<file path="src/rtl/fp_cmd_sequencer.sv">
// Purpose : queues FP commands {B, A, op} in a DEPTH-entry FIFO and runs them one at a time
//           through an external execution unit, trapping illegal opcodes and EU timeouts.
// Latency : a command written into an empty FIFO at cycle t gives eu_start at t+2 and res_valid at t+3+EU latency.
// Backpr. : cmd_ready drops while the FIFO is full. res_valid/res_data/res_err are held until res_ready.
//           The FIFO keeps accepting commands while a result waits.
//
// Ports:
//   clk, reset (async, active-low)
//   cmd_in/cmd_valid/cmd_ready      : command input, packed {B, A, op} with op in the LSBs
//   eu_start/eu_op/eu_a/eu_b        : dispatch to the execution unit (start is a one-cycle pulse)
//   eu_done/eu_result               : result strobe from the execution unit
//   res_data/res_err/res_valid/res_ready : result output (res_err = illegal opcode or timeout)
//   done                            : one-cycle pulse the cycle after a result handshake
//   busy, fifo_count                : status
//   stat_ok/stat_err                : saturating retire counters, present only when FP_SEQ_STATS_EN is defined
module fp_cmd_sequencer #(
  parameter int DATA_W  = 32,
  parameter int OP_W    = 2,
  parameter int DEPTH   = 4,
  parameter int NUM_OPS = 3,
  parameter int TIMEOUT = 64
) (
  input  logic                          clk,
  input  logic                          reset,
  input  logic [2*DATA_W+OP_W-1:0]      cmd_in,
  input  logic                          cmd_valid,
  output logic                          cmd_ready,
  output logic                          eu_start,
  output logic [OP_W-1:0]               eu_op,
  output logic [DATA_W-1:0]             eu_a,
  output logic [DATA_W-1:0]             eu_b,
  input  logic                          eu_done,
  input  logic [DATA_W-1:0]             eu_result,
  output logic [DATA_W-1:0]             res_data,
  output logic                          res_err,
  output logic                          res_valid,
  input  logic                          res_ready,
  output logic                          done,
  output logic                          busy,
  output logic [$clog2(DEPTH+1)-1:0]    fifo_count
`ifdef FP_SEQ_STATS_EN
  ,
  output logic [15:0]                   stat_ok,
  output logic [15:0]                   stat_err
`endif
);

  localparam int CMD_W = 2*DATA_W + OP_W;
  localparam int PTR_W = $clog2(DEPTH);
  localparam int CNT_W = $clog2(DEPTH+1);
  localparam int TMR_W = $clog2(TIMEOUT);

  localparam logic [TMR_W-1:0] TMR_LAST  = TMR_W'(TIMEOUT-1);
  // One extra bit so NUM_OPS == 2**OP_W (every opcode legal) still compares correctly.
  localparam logic [OP_W:0]    NUM_OPS_L = (OP_W+1)'(NUM_OPS);

  localparam logic [1:0] S_IDLE  = 2'd0;
  localparam logic [1:0] S_ISSUE = 2'd1;
  localparam logic [1:0] S_WAIT  = 2'd2;
  localparam logic [1:0] S_RESP  = 2'd3;

  logic [1:0]       state;
  logic [CMD_W-1:0] mem [DEPTH];
  logic [PTR_W-1:0] wr_ptr;
  logic [PTR_W-1:0] rd_ptr;
  logic [CNT_W-1:0] count_nxt;
  logic             full_q;
  logic             push;
  logic             pop;
  logic             op_legal;
  logic [TMR_W-1:0] wait_cnt;

  // cmd_ready comes from a flop of the count, so a pop never opens room in the same cycle.
  // Gating with reset keeps it low while reset is held and high as soon as it lifts.
  assign cmd_ready = reset & ~full_q;
  assign push      = cmd_valid & cmd_ready;
  assign pop       = (state == S_IDLE) && (fifo_count != '0);
  assign count_nxt = fifo_count + CNT_W'(push) - CNT_W'(pop);

  assign op_legal  = ({1'b0, eu_op} < NUM_OPS_L);
  assign eu_start  = (state == S_ISSUE) && op_legal;
  assign res_valid = (state == S_RESP);
  assign busy      = (state != S_IDLE) || (fifo_count != '0);

  // Storage needs no reset: only entries below the count are ever read.
  always_ff @(posedge clk) begin
    if (push) begin
      mem[wr_ptr] <= cmd_in;
    end
  end

  always_ff @(posedge clk or negedge reset) begin
    if (!reset) begin
      wr_ptr     <= '0;
      rd_ptr     <= '0;
      fifo_count <= '0;
      full_q     <= 1'b0;
    end else begin
      // DEPTH is a power of two, so pointers wrap naturally.
      if (push) wr_ptr <= wr_ptr + PTR_W'(1);
      if (pop)  rd_ptr <= rd_ptr + PTR_W'(1);
      fifo_count <= count_nxt;
      full_q     <= (count_nxt == CNT_W'(DEPTH));
    end
  end

  always_ff @(posedge clk or negedge reset) begin
    if (!reset) begin
      state    <= S_IDLE;
      eu_op    <= '0;
      eu_a     <= '0;
      eu_b     <= '0;
      res_data <= '0;
      res_err  <= 1'b0;
      wait_cnt <= '0;
      done     <= 1'b0;
    end else begin
      done <= 1'b0;
      case (state)
        S_IDLE: begin
          if (fifo_count != '0) begin
            // Operand registers double as the EU drive, so they stay stable through WAIT.
            {eu_b, eu_a, eu_op} <= mem[rd_ptr];
            state               <= S_ISSUE;
          end
        end
        S_ISSUE: begin
          if (op_legal) begin
            wait_cnt <= '0;
            state    <= S_WAIT;
          end else begin
            res_data <= '0;
            res_err  <= 1'b1;
            state    <= S_RESP;
          end
        end
        S_WAIT: begin
          // eu_done is checked first so it wins on the final timeout cycle.
          if (eu_done) begin
            res_data <= eu_result;
            res_err  <= 1'b0;
            state    <= S_RESP;
          end else if (wait_cnt == TMR_LAST) begin
            res_data <= '0;
            res_err  <= 1'b1;
            state    <= S_RESP;
          end else begin
            wait_cnt <= wait_cnt + TMR_W'(1);
          end
        end
        S_RESP: begin
          if (res_ready) begin
            done  <= 1'b1;
            state <= S_IDLE;
          end
        end
        default: state <= S_IDLE;
      endcase
    end
  end

`ifdef FP_SEQ_STATS_EN
  always_ff @(posedge clk or negedge reset) begin
    if (!reset) begin
      stat_ok  <= '0;
      stat_err <= '0;
    end else if (res_valid && res_ready) begin
      if (res_err) begin
        if (stat_err != 16'hFFFF) stat_err <= stat_err + 16'd1;
      end else begin
        if (stat_ok != 16'hFFFF) stat_ok <= stat_ok + 16'd1;
      end
    end
  end
`endif

endmodule

</file>
<file path="config.mk">
export PLATFORM = sky130hd
export DESIGN_NAME = fp_cmd_sequencer
export DESIGN_NICKNAME = d
export VERILOG_FILES = /design/src/rtl/fp_cmd_sequencer.sv
export SDC_FILE = /design/constraint.sdc
export NUM_CORES = 1
export LEC_CHECK = 0
export CORE_MARGIN = 4
export CORE_UTILIZATION = 40
export CTS_BUF_LIST = sky130_fd_sc_hd__clkbuf_8
export DETAILED_ROUTE_END_ITERATION = 10
export MAX_ROUTING_LAYER = met4
export PLACE_DENSITY = 0.74
export SYNTH_ARGS = -nofsm -noshare
export SYNTH_HDL_FRONTEND = slang
export SYNTH_SLANG_ARGS = --single-unit
</file>
<file path="constraint.sdc">
create_clock -name clk -period 2.65 [get_ports clk]
set_input_delay 0.6625 -clock clk [delete_from_list [all_inputs] [get_ports clk]]
set_output_delay 0.6625 -clock clk [all_outputs]
set_load 0.01 [all_outputs]
</file>
==> results.toml, run 1 <==
[drt]
drc = 0
first_pass_iters = 5
via_count = 7779
via_per_inst = 4.97
ant_nets = 0
initialDrtViolationCount = 342
avgRoutedWirePerCell_um = 19.3
finalWirelength_um = 30200

[finish]
drive_gt1_frac = 0.171
post-route-util = 0.522
syn_to_final_growth_pct = 27.9
nets = 1171
design_area_um2 = 18200
fillers = 2851

[worst_setup_path]
r2r_cells = 10
slowest_stage = "clkdlybuf4s50_1"
cp.required_ns = 1.99
worstPathCellList = "buf_4 > ha_1 > clkdlybuf4s50_1"
r2r_slack_ns = 0.30
cp_top_family = "buffers and inverters"
worst_setup_path_start_kind = "flop"
arrival_ns = 1.86
regToRegEndpoint = "full_q"
end_kind = "output pin"
slowest_delay_ns = 0.49
r2r_start = "fifo_count[1]"
criticalPathCategory = "reg -> out"
cp_max_fo = 5
cp_num_buf_inv = 2

[yosys]
synth_top_area_cell = "edfxtp_1"
synth_seq_cells = 380
synth_most_common_cell = "edfxtp_1"
syn_area_per_cell_um2 = 17.8
synth.area.top_cells = "edfxtp_1, dfrtp_1, mux4_2, nand2_1, a22o_1"
syn_area_um2 = 14200
synth.top_cell.area_share = 0.558
netlist_instances = 798
mappedNetlistNets = 913
seq_area_frac_synth = 0.762
synthTopCellsByCount = "edfxtp_1, nand2_1, dfrtp_1, mux4_2, a22o_1"
async_flop_share = 0.305
ys_warn_count = 0
synth_cell_types = 42
synth_enable_flop_cells = 264
synth-main-ff-cell = "edfxtp_1"

[floorplanning]
start_util = 0.408
placeableCoreArea_um2 = 34800
rows = 68
pin_count = 210
die_w_um = 196
dieArea_um2 = 38600
die_y_um = 196

[clock_network]
htree_levels = 2
cts_sinks = 380
clock_latency_ns = 0.62
clk_pin_slew_ns = 0.06
cts.path.max_buffers = 3
hold_buffers = 0
cts_tree = "built"
cts.root.buffer_cell = "clkbuf_8"
cts_buffers = 61

[placed_design]
pre_cts_ws_ns = -0.177
dp_hpwl_um = 18100
placed_area_um2 = 16900
gp_congestion = 0.818
portBuffers = 209

[timing]
max_slew_margin = 0.371
tns_ns = 0
clock_skew_ns = 0.0150
clock.fmax_mhz = 397
rsz0062_at_grt = "false"
setup_viol = 0
period_needed_ns = 2.52
setup_slack_ns = 0.130
hold_violations = 0
drv_slew = 0
finalCritPeriodShare = 0.951
tightestPinTransition_ns = 0.944

[power_and_ir_drop]
irDropWorstVdd_v = 0.000612
leakage_nw = 6.91
p_per_area_nw_per_um2 = 1070

[grt]
grt.met3_usage = 0.0397
grt_pass1_vias = 8398
grt_util_all_layers = 0.162
gr-usage-met2 = 0.263
grt_max_degree = 70
use_met1 = 0.201
grt_overflow = 0
antenna_found_initial = 1
grt_pass1_wl_um = 47300
gr-max-usage-layer = "met2"

[status]
status = "complete, no violations"

[hold_path]
worstHoldPathType = "in -> async"

[job]
timing.max_cap.violations = 0
[placed cells by master, fill, tap and decap left out, drive strengths merged, types with 4 or more instances in the layout]
| master | Yosys | final |
|---|---|---|
| mux4 | 66 | 66 |
| xnor2 | 5 | 5 |
| inv | 11 | 34 |
| clkdlybuf4s50 | 0 | 206 |
| buf | 32 | 24 |
| clkinv | 0 | 18 |
| and3 | 7 | 7 |
| ha | 11 | 11 |
| o21ai | 7 | 7 |
| nand2 | 205 | 205 |
| nand3 | 4 | 4 |
| a22o | 33 | 33 |
| nor2 | 5 | 5 |
| edfxtp | 264 | 264 |
| dfrtp | 116 | 116 |
| clkbuf | 5 | 69 |
[logic make-up after synthesis]
group | after synthesis | share of synthesized area
buf+inv | 48 | 0.0211
xor+xnor | 5 | 0.00308
compound gates | 51 | 0.0297
mux | 69 | 0.107
simple gates | 233 | 0.0660
flops | 380 | 0.762
fa+ha+maj | 12 | 0.0111
[registers in the layout, summed over array words and instances (netlist names), 3 cells and up]
name and flops:
eu_a 32, eu_b 32, fifo_count 3, mem 264, res_data 32, wait_cnt 6
[worst max path at each step]
stage,startpoint,endpoint,slack [ns],depth (start not counted)
floorplan,reset,full_q,0.09,10
global placement,cmd_valid,full_q,-0.13,10
detailed placement,cmd_valid,full_q,-0.18,10
CTS,state[0],res_valid,0.06,3
global route,state[0],res_valid,0.03,3
finish,state[0],res_valid,0.13,3
[per-layer routing]
metal	part of all wire	wire, um
met1	0.42	12600
met2	0.49	14900
met3	0.068	2060
met4	0.020	599
met5	0	0
[worst register-to-register path, cell delays in order (launching register included)]
cell,delay [ns]
dfrtp_1,0.40
nor3_1,0.27
nand2b_4,0.19
inv_2,0.04
ha_1,0.26
inv_1,0.04
ha_1,0.18
fa_1,0.38
xnor2_1,0.17
xnor2_1,0.15
nor3b_1,0.20
[per-stage QoR]
step | cells | hold slack (ns) | power (W)
after floorplan | 798 | 0.367 | 0.0120
after global placement | 1446 | 0.459 | 0.0146
after detailed placement | 1446 | 0.462 | 0.0147
after CTS | 1563 | 0.156 | 0.0198
after global routing | 1564 | 0.193 | 0.0206
final | 1564 | 0.167 | 0.0194
[power breakdown]
part	total, W	internal, W	leakage, nW	switching [W]
clock	0.00491	0.00267	0.711	0.00224
sequential	0.00839	0.00760	3.85	0.000793
combinational	0.00613	0.00323	2.36	0.00290
[cell type report]
class	instances	area, um2	area share
clock buffers	69	950	0.0522
well taps	455	569	0.0313
diodes	1	2.50	0.000138
inverters	11	41.3	0.00227
repair buffers	232	2390	0.131
clock inverters	46	270	0.0149
flip-flops and latches	380	10800	0.596
multi-input cells	370	3120	0.172
[what timing repair did]
| action | 4_1_cts | 5_1_grt |
|---|---|---|
| buffers inserted | 2 | 0 |
| setup endpoints to repair | 2 | 0 |
| resized for setup | 5 | 0 |
| hold endpoints to repair | 0 | 0 |
Note: power is estimated with default switching activity, not from simulation.
==> run 2, diff against run 1 <==
- PLACE_DENSITY: 0.74 -> 0.72
- clock period: 2.65 -> 3 ns (I/O delays scaled with it)
==> run 2 against run 1 <==
Critical path depth increased by 1. Worst setup slack gained 0.0050 ns. Register-to-register slack better by 0.27 ns. Clock power fell by 16%. Utilization down 0.19 points. Via count up 0.27%.
==> results.toml, run 2 (synthesis results as in run 1) <==
[worst_setup_path]
worst_setup_path_start_kind = "flop"
criticalPathCategory = "reg -> out"
end_kind = "output pin"
cp.required_ns = 2.25
arrival_ns = 2.11
cp_max_fo = 6

[clock_network]
cts.path.max_buffers = 3
htree_levels = 2
cts_setup_buffers = 0
cts_tree = "built"
clk_pin_slew_ns = 0.06
clock_latency_ns = 0.62
cts_sinks = 380
cts.root.buffer_cell = "clkbuf_8"
cts_buffers = 61

[floorplanning]
placeableCoreArea_um2 = 34800
dieArea_um2 = 38600
pin_count = 210
die_y_um = 196
start_util = 0.408
die_w_um = 196
rows = 68

[finish]
regMostFlops = "mem"
largest_reg_flops = 264
regArea_um2 = 10800
fin_cells = 1563
nets = 1169
syn_to_final_growth_pct = 27.4
layout_commonest_cell = "edfxtp_1"
drive_gt1_frac = 0.164
post-route-util = 0.520
multi_input_area_um2 = 3120
fillers = 2827
layout_common_cells = "edfxtp_1, clkdlybuf4s50_1, nand2_1"

[drt]
ant_nets = 0
via_per_inst = 4.99
initialDrtViolationCount = 354
finalWirelength_um = 30100
avgRoutedWirePerCell_um = 19.3
drc = 0
first_pass_iters = 5
via_count = 7800

[timing]
max_slew_margin = 0.377
tightestPinTransition_ns = 0.934
setup_viol = 0
hold_ws_ns = 0.253
clock_skew_ns = 0.0199
period_needed_ns = 2.86
finalCritPeriodShare = 0.955
drv_slew = 0
tns_ns = 0
rsz0062_at_grt = "false"
hold_violations = 0
clock.fmax_mhz = 349
setup_slack_ns = 0.135

[grt]
grt_max_degree = 68
grt_pass1_vias = 8434
use_met1 = 0.209
gr-max-usage-layer = "met2"
grt_util_all_layers = 0.161
gr-usage-met2 = 0.255
grt.met3_usage = 0.0388
grt_overflow = 0
antenna_found_initial = 1
grt_pass1_wl_um = 47500

[hold_path]
worstHoldPathType = "in -> async"

[status]
status = "complete, no violations"

[job]
timing.max_cap.violations = 0

[power_and_ir_drop]
irDropWorstVdd_v = 0.000504
leakage_nw = 6.89
p_per_area_nw_per_um2 = 935

[placed_design]
dp_cells = 1446
gp_congestion = 0.828
dp_hpwl_um = 18600
portBuffers = 209
pre_cts_ws_ns = 0.0722
-- run 2: cell types whose count changed in the layout (fill, tap and decap cells not counted) --
cell,before,now
clkinv_2,9,6
bufinv_16,3,1
clkinv_1,9,10
clkdlybuf4s50_1,206,208
dlygate4sd2_1,2,0
inv_1,33,38
buf_4,13,11
nor2b_1,1,2
nor2b_2,1,0
-- run 2: area by class of cell --
| type | count | share of cell area |
|---|---|---|
| antenna | 1 | 0.000138 |
| clock buffer | 69 | 0.0524 |
| clock inverter | 47 | 0.0120 |
| inverter | 11 | 0.00228 |
| multi-input combinational | 370 | 0.172 |
| sequential | 380 | 0.598 |
| tap | 455 | 0.0314 |
| timing repair buffer | 230 | 0.131 |
-- run 2: per-stage QoR --
step	power (W)	instance area [um2]
finish	0.0169	18100
global route	0.0180	18100
CTS	0.0172	18100
detailed placement	0.0130	16900
global placement	0.0129	16900
floorplan	0.0106	14200
-- run 2: what timing repair did --
item,CTS,global route
setup endpoints to repair,1,1
gates resized for setup,2,1
hold buffers,0,0
-- run 2: path summary, 6_finish.rpt --
| path | from | slack, ns | end | cells past startpoint |
|---|---|---|---|---|
| setup / recovery | state[1] | 0.14 | eu_start | 4 |
| max in group asynchronous | reset | 1.31 | rd_ptr[1] | 3 |
| hold / removal | reset | 0.25 | full_q | 2 |
| min in group clk | eu_b[24] | 0.47 | eu_b[24] | 2 |
| setup reg to reg | state[0] | 0.57 | full_q | 11 |
| hold reg to reg | eu_b[24] | 0.47 | eu_b[24] | 2 |
-- run 2: worst max-delay path: stages, from the launching register on --
cell and delay (ns):
dfrtp_1 0.42, inv_1 0.10, ha_2 0.22, a21boi_2 0.20
clkdlybuf4s50_1 0.57
-- run 2: metal layers --
layer,vias up,routed length [um]
met1,3987,12900
li1,3519,-
met5,-,0
met4,0,588
met3,49,1970
met2,245,14600
-- run 2: power breakdown --
part / internal (W) / switching, W
logic: 0.00283 / 0.00255
registers: 0.00671 / 0.000704
clock network: 0.00218 / 0.00195
